<file path="config.mk">
export PLATFORM = sky130hd
export DESIGN_NAME = bus_transaction_controller
export DESIGN_NICKNAME = d
export VERILOG_FILES = /design/src/rtl/bus_transaction_controller.sv
export SDC_FILE = /design/constraint.sdc
export NUM_CORES = 1
export LEC_CHECK = 0
export CORE_UTILIZATION = 37
export CTS_CLUSTER_SIZE = 10
export DETAILED_ROUTE_END_ITERATION = 6
export PLACE_DENSITY_LB_ADDON = 0.3
export SYNTH_ARGS = -nofsm -noshare
export SYNTH_HDL_FRONTEND = slang
export SYNTH_SLANG_ARGS = --single-unit
</file>
<file path="constraint.sdc">
create_clock -name clk -period 3.8 [get_ports clk]
set_clock_uncertainty 0.1 [all_clocks]
set_input_delay 0.57 -clock clk [delete_from_list [all_inputs] [get_ports clk]]
set_output_delay 0.57 -clock clk [all_outputs]
set_load 0.01 [all_outputs]
</file>
<file path="src/rtl/bus_transaction_controller.sv">
// Single-master bus transaction controller: IDLE -> ACCESS -> RESP with one-hot device select.
// Optional ACCESS timeout is enabled by defining BUS_TIMEOUT_EN.
module bus_transaction_controller #(
    parameter int ADDR_WIDTH     = 32,
    parameter int DATA_WIDTH     = 16,
    parameter int NUM_DEVICES    = 8,
    parameter int TIMEOUT_CYCLES = 255
) (
    input  logic                              clk,
    input  logic                              rst,
    input  logic                              req,
    input  logic                              req_we,
    input  logic [ADDR_WIDTH-1:0]             req_phys_addr,
    input  logic [NUM_DEVICES-1:0]            req_device_en,
    input  logic [DATA_WIDTH-1:0]             req_wdata,
    output logic                              req_ready,
    output logic                              resp_valid,
    output logic [DATA_WIDTH-1:0]             resp_rdata,
    output logic                              resp_err,
    output logic [ADDR_WIDTH-1:0]             dev_addr,
    output logic [DATA_WIDTH-1:0]             dev_wdata,
    output logic                              dev_we,
    output logic [NUM_DEVICES-1:0]            dev_sel,
    output logic                              dev_strobe,
    input  logic [NUM_DEVICES-1:0]            dev_ack,
    input  logic [NUM_DEVICES*DATA_WIDTH-1:0] dev_rdata,
    output logic [7:0]                        err_count
);

    typedef enum logic [1:0] {IDLE, ACCESS, RESP} state_t;

    if (TIMEOUT_CYCLES < 1 || TIMEOUT_CYCLES > 65535) begin : g_bad_timeout
        $error("TIMEOUT_CYCLES out of range 1..65535");
    end

    state_t                 state, state_nxt;
    logic [NUM_DEVICES-1:0] sel_q;
    logic [DATA_WIDTH-1:0]  rdata_q, rdata_nxt, sel_rdata;
    logic                   err_q, err_nxt;
    logic                   accept, hit, en_onehot, to_hit;

    assign accept    = req && (state == IDLE);
    assign hit       = |(dev_ack & sel_q);
    assign en_onehot = $onehot(req_device_en);

`ifdef BUS_TIMEOUT_EN
    logic [15:0] to_cnt;

    // to_cnt holds the index of the current ACCESS cycle
    always_ff @(posedge clk or posedge rst) begin
        if (rst)                  to_cnt <= '0;
        else if (accept)          to_cnt <= '0;
        else if (state == ACCESS) to_cnt <= to_cnt + 16'd1;
    end

    assign to_hit = (to_cnt == 16'(TIMEOUT_CYCLES - 1));
`else
    assign to_hit = 1'b0;
`endif

    always_comb begin
        sel_rdata = '0;
        for (int i = 0; i < NUM_DEVICES; i++) begin
            if (sel_q[i]) sel_rdata = sel_rdata | dev_rdata[i*DATA_WIDTH +: DATA_WIDTH];
        end
    end

    // ack wins over a timeout landing in the same cycle
    always_comb begin
        state_nxt = state;
        rdata_nxt = rdata_q;
        err_nxt   = err_q;
        case (state)
            IDLE: begin
                if (req) begin
                    rdata_nxt = '0;
                    err_nxt   = !en_onehot;
                    state_nxt = en_onehot ? ACCESS : RESP;
                end
            end
            ACCESS: begin
                if (hit) begin
                    state_nxt = RESP;
                    err_nxt   = 1'b0;
                    rdata_nxt = dev_we ? '0 : sel_rdata;
                end else if (to_hit) begin
                    state_nxt = RESP;
                    err_nxt   = 1'b1;
                    rdata_nxt = '0;
                end
            end
            RESP:    state_nxt = IDLE;
            default: state_nxt = IDLE;
        endcase
    end

    always_ff @(posedge clk or posedge rst) begin
        if (rst) begin
            state     <= IDLE;
            rdata_q   <= '0;
            err_q     <= 1'b0;
            sel_q     <= '0;
            dev_addr  <= '0;
            dev_wdata <= '0;
            dev_we    <= 1'b0;
            err_count <= '0;
        end else begin
            state   <= state_nxt;
            rdata_q <= rdata_nxt;
            err_q   <= err_nxt;
            if (accept) begin
                sel_q     <= req_device_en;
                dev_addr  <= req_phys_addr;
                dev_wdata <= req_wdata;
                dev_we    <= req_we;
            end
            if (state == RESP && err_q && err_count != 8'hFF)
                err_count <= err_count + 8'd1;
        end
    end

    assign req_ready  = (state == IDLE);
    assign resp_valid = (state == RESP);
    assign resp_rdata = resp_valid ? rdata_q : '0;
    assign resp_err   = resp_valid && err_q;
    assign dev_strobe = (state == ACCESS);
    assign dev_sel    = dev_strobe ? sel_q : '0;

endmodule

</file>
==> results of run 1 <==
==> stage by stage <==
stage	worst slack (ns)	hold WS [ns]	utilization, %
2_1_floorplan	0.3378	0.3704	-
3_3_place_gp	-0.2536	0.3800	63.10
3_5_place_dp	-0.3829	0.3871	63.10
4_1_cts	0.01044	0.4011	65.71
5_1_grt	0.1187	0.4118	65.86
6_report	0.2829	0.3990	65.86
==> cell usage in the layout, fill, tap and decap left out, drive strengths merged <==
cell type	n
a221oi	16
a22o	16
a22oi	36
a311o	1
a31oi	18
a41oi	1
and2	25
and3	2
and3b	1
and4	3
and4b	1
buf	5
bufinv	1
clkbuf	11
clkdlybuf4s50	277
clkinv	1
clkinvlp	3
dfrtp	84
dlymetal6s2s	3
fa	4
ha	4
inv	16
mux2	74
nand2	6
nand2b	1
nand3	2
nand3b	1
nand4	2
nor2	3
nor2b	3
nor3	1
o211ai	1
o21ai	1
xnor2	5
xor2	2
==> registers in the layout, summed over array words and instances, names as in the netlist <==
register   count
dev_addr      32
dev_wdata     16
rdata_q       16
err_count      8
sel_q          8
state          2
dev_we         1
err_q          1
==> Yosys cell counts, drive strengths merged (2+ instances only) <==
cell type  instances  area, µm²
a221oi            16      140.1
a22o              16      140.1
a22oi             36      275.3
a31oi             18      112.6
and2              25      156.4
and3               2      17.52
and4               3      26.28
buf               16      128.9
clkbuf            13      48.80
dfrtp             84       2102
fa                 4      80.08
ha                 4      50.05
inv               16      60.06
mux2              74      867.1
nand2              6      22.52
nand3              2      10.01
nand4              2      12.51
nor2               3      11.26
nor2b              3      18.77
xnor2              5      43.79
xor2               2      17.52
==> power breakdown <==
part / internal, mW / switching, mW
clock network: 0.512 / 0.353
logic: 1.29 / 0.766
registers: 1.24 / 0.500
total: 3.05 / 1.62
==> metal layers <==
metal  part of all wire, %  vias to the layer above  wire length, µm
li1                      -                     1884                -
met1                    38                     2023             5816
met2                    52                      210             8043
met3                   8.2                       28             1265
met4                   2.3                        0              354
met5                     0                        -                0
==> area by class of cell <==
cell class,count,area [µm²],share of cell area [%]
well taps,143,178.9,2.359
clock buffers,11,232.7,3.068
flip-flops and latches,84,2102,27.71
repair buffers,285,2860,37.71
clock inverters,5,61.31,0.8083
multi-input cells,230,2088,27.53
inverters,16,61.31,0.8083
==> worst reg2reg max path: stages (launching register included) <==
cell      delay (ns)
dfrtp_1         0.45
nor2b_1         0.65
nand2b_1        0.63
a31oi_1         0.44
mux2_2          0.21
==> cell families after synthesis <==
logic type,Yosys count,synth area share [%]
and+or+nand+nor,51,7.080
AOI/OAI and AO/OA,90,16.00
muxes,74,19.63
adders and majority gates,8,2.945
xor gates and xnor gates,7,1.388
DFF,84,47.58
buffers and inverters,45,5.381
==> worst min path at each step <==
| stage | from | to | slack, ns | cells after the start |
|---|---|---|---|---|
| floorplan | rdata_q[10] | rdata_q[10] | 0.37 | 1 |
| global placement | rdata_q[13] | rdata_q[13] | 0.38 | 1 |
| detailed placement | rdata_q[9] | rdata_q[9] | 0.39 | 1 |
| CTS | rdata_q[10] | rdata_q[10] | 0.40 | 1 |
| global route | rdata_q[10] | rdata_q[10] | 0.41 | 1 |
| finish | rdata_q[9] | rdata_q[9] | 0.40 | 1 |
==> what timing repair did <==
item,in CTS,in global routing
setup buffers,0,1
hold endpoints to repair,0,0
pin swaps,2,6
cloned,0,0
gates resized for setup,1,6
setup endpoints to repair,3,3
==> impl_metrics.json, run 1 <==
{
  "dieArea_um2": 12380,
  "tns_ns": 0,
  "synth_cell_types": 36,
  "fp.coreArea_um2": 11520,
  "grt_pass1_vias": 4455,
  "wl_um": 15480,
  "ctsHoldBuffers": 0,
  "crit_type": "input pin to flip-flop",
  "gp_congestion": 0.8703,
  "synth_edf_count": 0,
  "tightest_slew_ns": 1.065,
  "cts_tree": "built",
  "async_flop_share_pct": 100.0,
  "critPathMaxStageDelay_ns": 0.58,
  "drtIter0Drc": 283,
  "arrival_ns": 3.66,
  "worst-path-buf-inv": 4,
  "start_kind": "input pin",
  "r2r_slack_ns": 1.26,
  "powerDensity_nw_per_um2": 615.0,
  "period_share_pct": 92.56,
  "hpwlAfterDp_um": 11850,
  "outcome": "complete, but fails checks",
  "wl_per_cell_um": 20.00,
  "vias": 4145,
  "start_util_pct": 38.36,
  "period_needed_ns": 3.517,
  "worstPathCellList": "dlymetal6s2s_1 -> inv_2 -> fa_1 -> fa_1 -> fa_1 -> inv_1 -> ha_2 -> inv_1 -> fa_1 -> and4b_1 -> a31oi_2 -> nand2_1 -> o211ai_1",
  "grt_util_met2_pct": 45.04,
  "violations": "DRC",
  "finalNonFillerCells": 774,
  "cp_common_cell": "fa_1",
  "cts-buffers-inserted": 9,
  "area_delta_synth_final_pct": 71.68,
  "grt_util_all_layers_pct": 25.12,
  "finalPower_mw": 4.665,
  "ff2ff_path_depth": 4,
  "slew_headroom_pct": 28.94,
  "synthesis.area_um2": 4418,
  "max-cap-violations": 0,
  "synth_seq_cells": 84,
  "syn_avg_cell_area_um2": 12.31,
  "nFillCells": 932,
  "syn_inst": 359,
  "grt_pass1_wl_um": 24270,
  "antenna_found_initial": 0,
  "grt_max_degree": 61,
  "fp-row-count": 39,
  "boundaryPins": 281,
  "root_buffer": "clkbuf_16",
  "vdd_ir_drop_max_uv": 464.8,
  "endpoint": "err_q",
  "yosysWarnings": 0,
  "clk-insertion-delay-late_ns": 0.33,
  "path_depth": 13,
  "stdcell_area_um2": 7585,
  "dp_cells": 757,
  "cpMaxStageDelayCell": "fa_1",
  "met1_usage_pct": 29.26,
  "dr.pass1.iters": 7,
  "crit_fanout": 3,
  "maxSlewViolCount": 0,
  "final_nets": 830,
  "htreeDepth": 3,
  "leakagePower_nw": 3.168,
  "die_w_um": 111.3,
  "cts_max_path_buffers": 2,
  "hold_violations": 0,
  "drc": 34,
  "drive_gt1_share_pct": 16.16,
  "gr-usage-met3_pct": 5.686,
  "synth_seq_area_share_pct": 47.58,
  "die_y_um": 111.3,
  "cts_sinks": 84,
  "crit_path_end_kind": "flip-flop",
  "rsz0062_at_grt": "no",
  "r2r-end": "rdata_q[10]",
  "path_clk_slew_ns": 0.06,
  "synth_ff_type": "dfrtp_1",
  "setup.worst_path.start": "req_device_en[3]",
  "syn_nets": 563,
  "reg2reg_from": "state[0]",
  "min_path_type": "flip-flop to flip-flop",
  "via_per_inst": 5.355,
  "antenna_cells": 0,
  "antenna_left": 0,
  "setup_viol": 0,
  "cp_top_family": "adder cells",
  "io_buffers": 280,
  "place_area_um2": 7267,
  "grt_overflow": 0,
  "required_ns": 3.94,
  "clock.fmax_mhz": 284.3,
  "grt_busiest_layer": "met2"
}
Power figures use the tool's default switching activity.
==> run 2: changes to the inputs <==
--- a/config.mk
+++ b/config.mk
@@ -5,9 +5,11 @@
 export SDC_FILE = /design/constraint.sdc
 export NUM_CORES = 1
 export LEC_CHECK = 0
+export CORE_ASPECT_RATIO = 1.1
 export CORE_UTILIZATION = 37
 export CTS_CLUSTER_SIZE = 10
 export DETAILED_ROUTE_END_ITERATION = 6
+export MAX_ROUTING_LAYER = met4
 export PLACE_DENSITY_LB_ADDON = 0.3
 export SYNTH_ARGS = -nofsm -noshare
 export SYNTH_HDL_FRONTEND = slang
==> run 2 against run 1 <==
Against the previous run: the flow now finishes without violations; via count decreased by 0.36%; cell count up 1.0%; combinational power barely moved; sequential power hardly changed; routed wire length shrank 3.7%; utilization decreased by 0.18 points; total power shrank 0.94%; register-to-register slack gained 0.12 ns; final area is essentially flat; flip-flop and latch count stayed put.
==> impl_metrics.json, run 2 (synthesis results as in run 1) <==
{
  "slew_headroom_pct": 42.34,
  "root_buffer": "clkbuf_16",
  "antenna_left": 0,
  "max-cap-violations": 0,
  "period_needed_ns": 3.490,
  "period_share_pct": 91.84,
  "grt_overflow": 0,
  "htreeDepth": 3,
  "grt_max_degree": 43,
  "hold_violations": 0,
  "hpwlAfterDp_um": 11320,
  "final_core_util_pct": 65.68,
  "maxSlewViolCount": 0,
  "r2r-end": "rdata_q[6]",
  "layout_common_cells": "277 x clkdlybuf4s50_1, 84 x dfrtp_1, 65 x mux2_2, 35 x a22oi_1, 24 x and2_1",
  "dieArea_um2": 12380,
  "fp-row-count": 41,
  "critPathMaxStageDelay_ns": 0.57,
  "grt_pass1_wl_um": 22080,
  "drive_gt1_share_pct": 16.46,
  "tns_ns": 0,
  "leakagePower_nw": 3.174,
  "ff2ff_path_depth": 5,
  "vias": 4130,
  "area_delta_synth_final_pct": 71.59,
  "final_nets": 831,
  "arrival_ns": 3.64,
  "drtIter0Drc": 201,
  "powerDensity_nw_per_um2": 609.5,
  "die_w_um": 106.2,
  "path_clk_slew_ns": 0.06,
  "largest_reg_flops": 32,
  "grt_pass1_vias": 4347,
  "final.setup.worst_slack_ns": 0.3099,
  "wl_per_cell_um": 19.07,
  "rsz0062_at_grt": "no",
  "cts_sinks": 84,
  "io_buffers": 280,
  "cpMaxStageDelayCell": "fa_1",
  "worstPathCellList": "dlymetal6s2s_1 -> inv_2 -> fa_1 -> fa_1 -> fa_1 -> inv_1 -> ha_2 -> inv_1 -> fa_1 -> and4b_1 -> a31oi_4 -> nor2_1 -> nor3_1",
  "crit_fanout": 3,
  "setup_viol": 0,
  "wl_um": 14910,
  "required_ns": 3.95,
  "tightest_slew_ns": 0.8648,
  "r2r_slack_ns": 1.38,
  "antenna_found_initial": 0,
  "boundaryPins": 281,
  "reg2reg_from": "sel_q[2]",
  "reg_top3": "dev_addr: 32 flops, dev_wdata: 16 flops, rdata_q: 16 flops",
  "start_kind": "input pin",
  "crit_type": "input pin to flip-flop",
  "ctsHoldBuffers": 0,
  "drc": 0,
  "start_util_pct": 38.28,
  "clk-insertion-delay-late_ns": 0.33,
  "nFillCells": 901,
  "cts_tree": "built",
  "antenna_cells": 0,
  "grt_util_all_layers_pct": 24.00,
  "gp_congestion": 0.7725,
  "cp_common_cell": "fa_1",
  "cts-buffers-inserted": 9,
  "crit_path_end_kind": "flip-flop",
  "pre_cts_ws_ns": -0.3666,
  "min_path_type": "input pin to asynchronous set/reset pin",
  "final_common_cell": "clkdlybuf4s50_1",
  "clock.fmax_mhz": 286.5,
  "die_y_um": 116.6,
  "largest_register": "dev_addr",
  "fp.coreArea_um2": 11540,
  "cts_max_path_buffers": 2,
  "vdd_ir_drop_max_uv": 395.1,
  "outcome": "finished, final reports clean",
  "dr.pass1.iters": 5,
  "via_per_inst": 5.281
}
==> run 2: what timing repair did <==
| action | CTS | global route |
|---|---|---|
| endpoints found under the setup margin | 1 | 3 |
| pin swaps | 0 | 7 |
| gates resized for setup | 1 | 7 |
| setup buffers | 0 | 0 |
==> run 2: how the worst max path moves through the flow <==
| stage | from | end | slack (ns) | cells past startpoint |
|---|---|---|---|---|
| 3_3_place_gp | req_device_en[0] | state[1] | -0.28 | 13 |
| 3_5_place_dp | req_device_en[0] | state[1] | -0.37 | 13 |
| 6_report | req_device_en[3] | state[1] | 0.31 | 13 |
| 4_1_cts | req_device_en[0] | state[1] | 0.0005 | 13 |
| 5_1_grt | req_device_en[3] | state[1] | 0.20 | 13 |
| 2_1_floorplan | req_device_en[0] | state[1] | 0.34 | 12 |
==> run 2: critical path: cells and delay by family <==
family	cells	cell delay [ns]
fa+ha+maj	5	2.14
compound gates	1	0.16
simple gates	3	0.45
buf+inv	4	0.30
==> run 2: area by class of cell <==
cell class	count	area, µm²	share of cell area (%)
Tap cell	150	187.7	2.476
Sequential cell	84	2102	27.73
Clock inverter	5	35.03	0.4621
Clock buffer	11	242.7	3.202
Timing Repair Buffer	286	2855	37.66
Inverter	16	61.31	0.8087
Multi-Input combinational cell	230	2097	27.66
==> run 2: layer usage <==
layer  up-vias  part of all wire [%]  global-route usage, %
li1       1878                     -                      -
met5         -                     0                      -
met4         0                   3.2                  11.76
met1      2015                    37                  26.12
met3        37                   7.2                  5.636
met2       200                    52                  41.39
==> run 2: power by group <==
| group | switching (mW) | leakage, nW | internal (mW) |
|---|---|---|---|
| registers | 0.507 | 1.03 | 1.24 |
| clock network | 0.347 | 0.136 | 0.462 |
| logic | 0.771 | 2.01 | 1.29 |
==> run 2: per-stage QoR <==
stage               hold slack [ns]  instances  total power [mW]  cell area [µm²]
finish                       0.3623        782             4.621             7581
global route                 0.3815        782             4.869             7581
CTS                          0.3622        782             4.652             7562
detailed placement           0.3856        766             3.818             7278
global placement             0.3748        766             3.745             7278
floorplan                    0.3704        359             2.717             4418
==> run 3: changes to the inputs <==
--- a/config.mk
+++ b/config.mk
@@ -10,7 +10,7 @@
 export CTS_CLUSTER_SIZE = 10
 export DETAILED_ROUTE_END_ITERATION = 6
 export MAX_ROUTING_LAYER = met4
-export PLACE_DENSITY_LB_ADDON = 0.3
+export PLACE_DENSITY = 0.91
 export SYNTH_ARGS = -nofsm -noshare
 export SYNTH_HDL_FRONTEND = slang
 export SYNTH_SLANG_ARGS = --single-unit
==> run 3 against run 2 <==
Against the previous run: via count increased by 2.4%; register-to-register slack lost 0.04 ns; total power increased by 1.9%; global-route usage up 1.8 points; hold slack better by 0.021 ns; first-iteration DRC count is 31% higher; non-clock buffer count up 2; critical path type unchanged; combinational power is 6% higher; largest power group unchanged; flip-flop and latch count is the same; sequential power down 3%; routed wire length rose by 7.1%; critical endpoint unchanged; final area grew 0.41%.
==> impl_metrics.json, run 3 (synthesis results as in run 1) <==
{
  "cts_sinks": 84,
  "outcome": "finished, final reports clean",
  "clock.fmax_mhz": 285.1,
  "period_share_pct": 92.30,
  "worstPathCellList": "dlymetal6s2s_1 -> inv_1 -> fa_1 -> fa_1 -> fa_1 -> inv_1 -> ha_2 -> inv_1 -> fa_1 -> and4b_1 -> a31oi_2 -> nor2_1 -> nor3_1",
  "max-cap-violations": 0,
  "hold_violations": 0,
  "grt_overflow": 0,
  "io_buffers": 280,
  "final_core_util_pct": 65.95,
  "die_w_um": 106.2,
  "slew_headroom_pct": 39.63,
  "largest_register": "dev_addr",
  "nFillCells": 890,
  "p_switching_mw": 1.673,
  "cts-buffers-inserted": 9,
  "antenna_left": 0,
  "via_per_inst": 5.386,
  "rsz0062_at_grt": "no",
  "dieArea_um2": 12380,
  "grt_util_all_layers_pct": 25.76,
  "routed-wl-met3_um": 1032,
  "min_path_type": "input pin to asynchronous set/reset pin",
  "fp-row-count": 41,
  "path_clk_slew_ns": 0.07,
  "cts_max_path_buffers": 2,
  "arrival_ns": 3.65,
  "tightest_slew_ns": 0.9056,
  "start_util_pct": 38.28,
  "drive_gt1_share_pct": 16.72,
  "vdd_ir_drop_max_uv": 440.0,
  "drc": 0,
  "cts_tree": "built",
  "hpwlAfterDp_um": 12180,
  "wl_um": 15970,
  "start_kind": "input pin",
  "antenna_found_initial": 1,
  "largest_reg_flops": 32,
  "grt_max_degree": 37,
  "htreeDepth": 3,
  "p_clk_share_pct": 17.7,
  "final_common_cell": "clkdlybuf4s50_1",
  "setup_viol": 0,
  "leakagePower_nw": 3.192,
  "powerDensity_nw_per_um2": 618.4,
  "ctsHoldBuffers": 0,
  "layout_common_cells": "277 x clkdlybuf4s50_1, 84 x dfrtp_1, 65 x mux2_2, 35 x a22oi_1, 24 x and2_1",
  "clk-insertion-delay-late_ns": 0.33,
  "crit_path_end_kind": "flip-flop",
  "cpMaxStageDelayCell": "fa_1",
  "p_int_mw": 3.035,
  "p_sw_share_pct": 35.53,
  "die_y_um": 116.6,
  "routed.top_layer": "met4",
  "routed-wl-met2_um": 8210,
  "crit_fanout": 3,
  "maxSlewViolCount": 0,
  "grt_pass1_vias": 4302,
  "wl_met1_um": 6177,
  "dr.pass1.iters": 6,
  "drtIter0Drc": 264,
  "p_comb_share_pct": 46.4,
  "area_delta_synth_final_pct": 72.30,
  "grt_pass1_wl_um": 23180,
  "boundaryPins": 281,
  "cp_common_cell": "fa_1",
  "pwr-share-seq_pct": 35.9,
  "critPathMaxStageDelay_ns": 0.56,
  "vias": 4228,
  "fp.coreArea_um2": 11540,
  "required_ns": 3.95,
  "root_buffer": "clkbuf_16",
  "reg_top3": "dev_addr: 32 flops, dev_wdata: 16 flops, rdata_q: 16 flops",
  "gp_congestion": 0.7696,
  "crit_type": "input pin to flip-flop",
  "period_needed_ns": 3.507,
  "final_nets": 833,
  "tns_ns": 0,
  "wl_per_cell_um": 20.34
}
run 3: cell count changes in the layout (fill, tap and decap cells not counted):
| cell | change |
|---|---|
| inv_1 | +1 |
| a31oi_2 | +1 |
| clkbuf_1 | -1 |
| inv_2 | -1 |
| diode_2 | +1 |
| buf_4 | +1 |
| a31oi_4 | -1 |
| buf_12 | +1 |
| clkbuf_8 | +1 |
run 3: area by class of cell:
type	count	area, µm²	area share, %
Timing Repair Buffer	288	2883	37.87
Sequential cell	84	2102	27.61
Multi-Input combinational cell	230	2088	27.43
Clock buffer	11	252.7	3.320
Tap cell	150	187.7	2.465
Inverter	16	61.31	0.8054
Clock inverter	5	35.03	0.4602
Antenna cell	1	2.502	0.03287
run 3: routing by layer:
layer	up-vias	GRT usage, %
met5	-	-
met4	0	12.50
met3	45	4.688
met2	222	43.64
met1	2065	29.58
li1	1896	-
run 3: final timing paths:
kind	start	end	cells after the start	slack (ns)
max in group asynchronous	rst	rdata_q[6]	3	2.47
worst max-delay path	req_device_en[1]	state[1]	13	0.29
min in group clk	rdata_q[15]	rdata_q[15]	1	0.40
worst min-delay path	rst	dev_wdata[5]	2	0.38
worst min register to register	rdata_q[15]	rdata_q[15]	1	0.40
worst max register to register	state[0]	rdata_q[2]	4	1.34
run 3: power by group through the flow:
stage               registers [mW]  logic [mW]  clock network (mW)
CTS                           1.67        2.19               0.859
floorplan                     1.58        1.14                   0
detailed placement            1.69        2.17                   0
finish                        1.69        2.19               0.832
global route                  1.73        2.31               0.888
global placement              1.64        2.10                   0
run 3: metrics by stage:
step / hold WS (ns) / instances / total power [mW] / setup WS, ns / cell area (µm²)
after floorplan: 0.3704 / 359 / 2.717 / 0.3378 / 4418
after global routing: 0.4089 / 785 / 4.934 / 0.1324 / 7612
after CTS: 0.3797 / 783 / 4.725 / 0.005876 / 7592
after detailed placement: 0.3814 / 767 / 3.863 / -0.3724 / 7298
after global placement: 0.3756 / 767 / 3.745 / -0.2490 / 7298
final: 0.3829 / 785 / 4.708 / 0.2925 / 7612
run 3: what timing repair did:
item	CTS	global route
setup buffers	0	1
gates resized for setup	1	5
pin swaps	0	8
endpoints found under the setup margin	2	3
cloned	0	0
run 3: worst max-delay path: cells and delay by family:
family,cells,cell delay (ns)
fa+ha+maj,5,2.09
simple gates,3,0.46
buf+inv,4,0.33
compound gates,1,0.19
==> RTL edit 1 (settings of run 1) <==
Re-encode `state_t` (3 states) as one-hot, 3 bits wide.
--- a/src/rtl/bus_transaction_controller.sv
+++ b/src/rtl/bus_transaction_controller.sv
@@ -27,7 +27,7 @@
     output logic [7:0]                        err_count
 );
 
-    typedef enum logic [1:0] {IDLE, ACCESS, RESP} state_t;
+    typedef enum logic [2:0] {IDLE = 3'b001, ACCESS = 3'b010, RESP = 3'b100} state_t;
 
     if (TIMEOUT_CYCLES < 1 || TIMEOUT_CYCLES > 65535) begin : g_bad_timeout
         $error("TIMEOUT_CYCLES out of range 1..65535");
Behaviour: no difference found for any inputs over 10 cycles, from zero or initial values and one cycle with rst high; not proved beyond that.
==> RTL edit 1 against run 1 <==
Setup slack improved by 0.13 ns; synthesized area decreased by 1.7%; cell area decreased by 0.36%; core utilization increased by 0.32 points; die area decreased by 1.7%; critical path depth decreased by 1; wire length decreased by 0.96%; non-clock buffer count increased by 2; sequential cell count increased by 1; register-to-register slack got worse by 0.04 ns.
Power is not compared: it rests on default switching activity, and its combinational part moved more than twofold at a synthesized area within 25%.
==> RTL edit 1: results (changes against run 1) <==
| Metric | Value |
|---|---|
| Hold Path Sink | `rdata_q[14]$_DFFE_PP0P_ (was rdata_q[9]$_DFFE_PP0P_)` |
| Register area | `2130 um^2 (was 2100 um^2)` |
| Initial antenna violation count | `4 (was 0)` |
| Fill cells | `904 (was 932)` |
| Clock Network Area Fraction | `3.73% (was 3.88%)` |
| Period utilisation layout | `89.2% (was 92.6%)` |
| Drt initial violations | `223 (was 283)` |
| Reg2Reg Setup Slack | `1.22 ns (was 1.26 ns)` |
| Syn Nets | `566 (was 563)` |
| Final nets | `836 (was 830)` |
| Multi-input gate count | `233 (was 230)` |
| Via density | `5.30 (was 5.36)` |
| Status | `finished, final reports clean (was finished with violations)` |
| Synth area leaders | `dfrtp_1, mux2_2, a22oi_1, a22o_1, and2_1 (was dfrtp_1, mux2_2, a22oi_1, and2_1, a221oi_1)` |
| Worst setup endpoint | `state[1]$_DFFE_PP0P_ (was err_q$_DFFE_PP0P_)` |
| Min setup slack post-route | `0.409 ns (was 0.283 ns)` |
| Reg-to-Reg Start | `sel_q[6]$_DFFE_PP0P_ (was state[0]$_DFFE_PP0P_)` |
| GPL Wtd Cong | `0.897 (was 0.870)` |
| Count of cell types in the netlist | `35 (was 36)` |
| Multi-input logic area | `2010 um^2 (was 2090 um^2)` |
| Final hold slack | `0.399 ns (about the same)` |
| Synth top cells by count | `dfrtp_1, a22oi_1, mux2_2 (was dfrtp_1, mux2_2, a22oi_1)` |
| Reg2Reg Capture Point | `rdata_q[9]$_DFFE_PP0P_ (was rdata_q[10]$_DFFE_PP0P_)` |
| Routed wire length | `15,300 um (was 15,500 um)` |
| Ratio of cells with drive above 1 in the final layout | `14.8% (was 16.2%)` |
| Vias in the first global route | `4,318 (was 4,455)` |
| First-pass GRT wire length | `22,000 um (was 24,300 um)` |
| Avg Cell Area, Syn | `12.0 um^2 (was 12.3 um^2)` |
| Share of the yosys chip area belonging to registers | `49.0% (was 47.6%)` |
| Synth Register Bits | `85 (was 84)` |
| Clock buf count | `10 (was 11)` |
| Detailed-placement wirelength estimate | `11,800 um (was 11,900 um)` |
## RTL edit 1: cell types whose count changed after synthesis, sizes merged, moves of 6 or more
| cell | before | now |
|---|---|---|
| and2 | 25 | 18 |
| a31oi | 18 | 0 |
| and3 | 2 | 8 |
| nand4 | 2 | 17 |
| a221oi | 16 | 2 |
| a22oi | 36 | 64 |
| mux2 | 74 | 58 |
## RTL edit 1: per-layer routing
metal	track usage, %	share of wire [%]	up-vias
li1	-	-	1904
met1	25.5	36	2006
met2	45.0	52	213
met3	7.05	9.6	24
met4	11.1	2.6	0
met5	0	0	-
## RTL edit 1: cells by family after synthesis
group	synth area share, %
compound gates	17.5
xor+xnor	1.41
fa+ha+maj	3.00
buf+inv	4.93
flops	49.0
mux	15.0
simple gates	9.16
## RTL edit 1: what timing repair did
action                                  4_1_cts  5_1_grt
resized for setup                             0        9
hold buffers                                  0        0
hold endpoints to repair                      0        0
buffers inserted                              0        0
endpoints found under the setup margin        0        3
==> RTL edit 2 (config.mk and constraints of run 1) <==
Made on the original files. Build with the macro `BUS_TIMEOUT_EN` defined.
--- a/src/rtl/bus_transaction_controller.sv
+++ b/src/rtl/bus_transaction_controller.sv
@@ -1,5 +1,7 @@
 // Single-master bus transaction controller: IDLE -> ACCESS -> RESP with one-hot device select.
 // Optional ACCESS timeout is enabled by defining BUS_TIMEOUT_EN.
+`define BUS_TIMEOUT_EN
+
 module bus_transaction_controller #(
     parameter int ADDR_WIDTH     = 32,
     parameter int DATA_WIDTH     = 16,
Formal check against the unedited RTL: no difference found for any inputs over 10 cycles, from zero or initial values and one cycle with rst high; that may be too few to reach the edited logic, so the function may still have changed.
==> RTL edit 2 against run 1 <==
Setup slack worse by 0.18 ns; cell area up 11%; die area up 16%; power up 10%; sequential cell count up 16; wire length up 20%; synthesized area up 16%; critical endpoint is now state[0]$_DFFE_PP0P_.
==> RTL edit 2: results (changes against run 1) <==
| Metric | Value |
|---|---|
| First-pass GRT wire length | `29,500 um (was 24,300 um)` |
| Reg clk slew, reported paths | `0.07 ns` |
| Syn Nets | `764 (was 563)` |
| Crit path launch | `req_device_en[3] (unchanged)` |
| Largest net degree at the start of global routing | `94 (was 61)` |
| GR Layer Usage met2 | `45.7% (was 45.0%)` |
| Buffers on Ports | `280 (unchanged)` |
| CP delay by family, top | `adder cells (unchanged)` |
| CP max stage delay | `0.50 ns (was 0.58 ns)` |
| Crit path max fanout | `3 (unchanged)` |
| Global Route Usage Sum | `26.6% (was 25.1%)` |
| Synth warn | `0 (unchanged)` |
| Reg2Reg Setup Slack | `1.22 ns (was 1.26 ns)` |
| Count of cell types in the netlist | `44 (was 36)` |
| P_leak | `3.75 nW (was 3.17 nW)` |
| Final nets | `1,029 (was 830)` |
| GPL Wtd Cong | `0.919 (was 0.870)` |
| HP Start | `dev_wdata[13]$_DFFE_PP0P_ (was rdata_q[9]$_DFFE_PP0P_)` |
| Clock Latency Late Sink | `0.34 ns` |
| Critical-path top delay cell | `fa_1 (unchanged)` |
| Slew headroom | `25.6% (was 28.9%)` |
| Ratio of cells with drive above 1 in the final layout | `4.95% (was 16.2%)` |
| GR Util met1 | `29.9% (was 29.3%)` |
| Worst IR Drop VDD | `0.365 mV (was 0.465 mV)` |
| Post-synth ARST share | `100% (unchanged)` |
| Postcts setup bufs | `0 (unchanged)` |
| Detailed-placement wirelength estimate | `14,200 um (was 11,900 um)` |
| Biggest register | `dev_addr (unchanged)` |
| Max reg flops | `32 (unchanged)` |
| Max Buffers Root-to-Sink | `2 (unchanged)` |
| Drt initial violations | `236 (was 283)` |
| Root buf cell | `clkbuf_16 (unchanged)` |
| Synth area leaders | `dfrtp_1, nand2_1, a22oi_1, and2_1, a32o_1 (was dfrtp_1, mux2_2, a22oi_1, and2_1, a221oi_1)` |
| Min-Delay Path Class | `reg2reg (unchanged)` |
| Vias in the first global route | `5,589 (was 4,455)` |
| Reg-to-Reg Start | `sel_q[2]$_DFFE_PP0P_ (was state[0]$_DFFE_PP0P_)` |
| Routed wire length | `18,600 um (was 15,500 um)` |
| Synth top cells by count | `nand2_1, dfrtp_1, a22oi_1 (was dfrtp_1, mux2_2, a22oi_1)` |
| Via density | `5.25 (was 5.36)` |
| Share of the yosys chip area belonging to registers | `48.7% (was 47.6%)` |
| TritonCTS Buffers | `9 (unchanged)` |
| Htree depth | `3 (unchanged)` |
| Status | `finished, final reports clean (was finished with violations)` |
| Critical Path AT | `3.83 ns (was 3.66 ns)` |
| Synth Flop Type | `dfrtp_1 (unchanged)` |
| Final hold slack | `0.376 ns (was 0.399 ns)` |
| Global Route met3 Usage | `7.27% (was 5.69%)` |
| Initial antenna violation count | `5 (was 0)` |
| TritonRoute pass-1 iters | `5 (was 7)` |
-- RTL edit 2: cell types whose count changed after synthesis, sizes merged, moves of 12 or more --
cell    delta
o21ai     +12
nand4     +20
mux2      -73
a32o      +16
nand3     +15
a22o      -16
nand2    +171
a221oi    -16
a31oi     -18
dfrtp     +16
a22oi     +32
-- RTL edit 2: worst paths after layout --
path                            cells past startpoint                         to
worst max-delay path                               13       state[0]$_DFFE_PP0P_
worst min-delay path                                2  dev_wdata[13]$_DFFE_PP0P_
worst max register to register                      5     rdata_q[8]$_DFFE_PP0P_
worst min register to register                      2  dev_wdata[13]$_DFFE_PP0P_
max in group asynchronous                           3   err_count[4]$_DFFE_PP0P_
min in group asynchronous                           2   dev_addr[29]$_DFFE_PP0P_
-- RTL edit 2: timing repair --
item,CTS,global route
gates cloned,0,0
gates resized for setup,1,3
setup endpoints to repair,1,2
-- RTL edit 2: cells by family (layout without fill, tap and decap cells) --
| family | Yosys count | in the layout | synth area share [%] |
|---|---|---|---|
| simple gates | 270 | 270 | 24.5 |
| buf+inv | 54 | 324 | 4.53 |
| mux | 10 | 10 | 1.97 |
| flops | 100 | 100 | 48.7 |
| fa+ha+maj | 10 | 10 | 3.02 |
| other cells | 0 | 5 | 0 |
| xor+xnor | 10 | 10 | 1.71 |
| compound gates | 104 | 104 | 15.6 |
-- RTL edit 2: worst register-to-register path, delay by kind of cell, from the launching register on --
family,cells,cell delay (ns)
flops,1,0.61
simple gates,2,1.17
buf+inv,1,0.26
compound gates,2,0.37
-- RTL edit 2: metal layers --
metal / share of wire (%) / vias up
met5: 0 / -
met4: 4.0 / 0
met3: 8.4 / 39
met2: 49 / 259
met1: 39 / 2510
li1: - / 2486
-- RTL edit 2: cell type report --
class,instances,area (um^2)
Fill cell,1120,4980
Multi-Input combinational cell,404,2420
Sequential cell,100,2500
Clock inverter,6,71.3
Antenna cell,5,12.5
Inverter,16,62.6
Clock buffer,10,239
Timing Repair Buffer,292,2900
Tap cell,176,220
-- RTL edit 2: per-stage QoR --
stage | std cells | TNS [ns] | worst slack, ns | util [%] | cell area (um^2)
2_1_floorplan | 558 | 0 | 0.315 | - | 5140
3_3_place_gp | 988 | -0.549 | -0.275 | 60.4 | 8090
5_1_grt | 1009 | 0 | 0.00861 | 62.9 | 8420
6_report | 1009 | 0 | 0.105 | 62.9 | 8420
4_1_cts | 1004 | 0 | 0.00467 | 62.7 | 8400
3_5_place_dp | 988 | -0.843 | -0.385 | 60.4 | 8090
-- RTL edit 2: report_power, final --
group          internal [mW]  switching, mW
Clock                  0.534          0.398
Combinational           1.21           1.23
Sequential              1.45          0.320
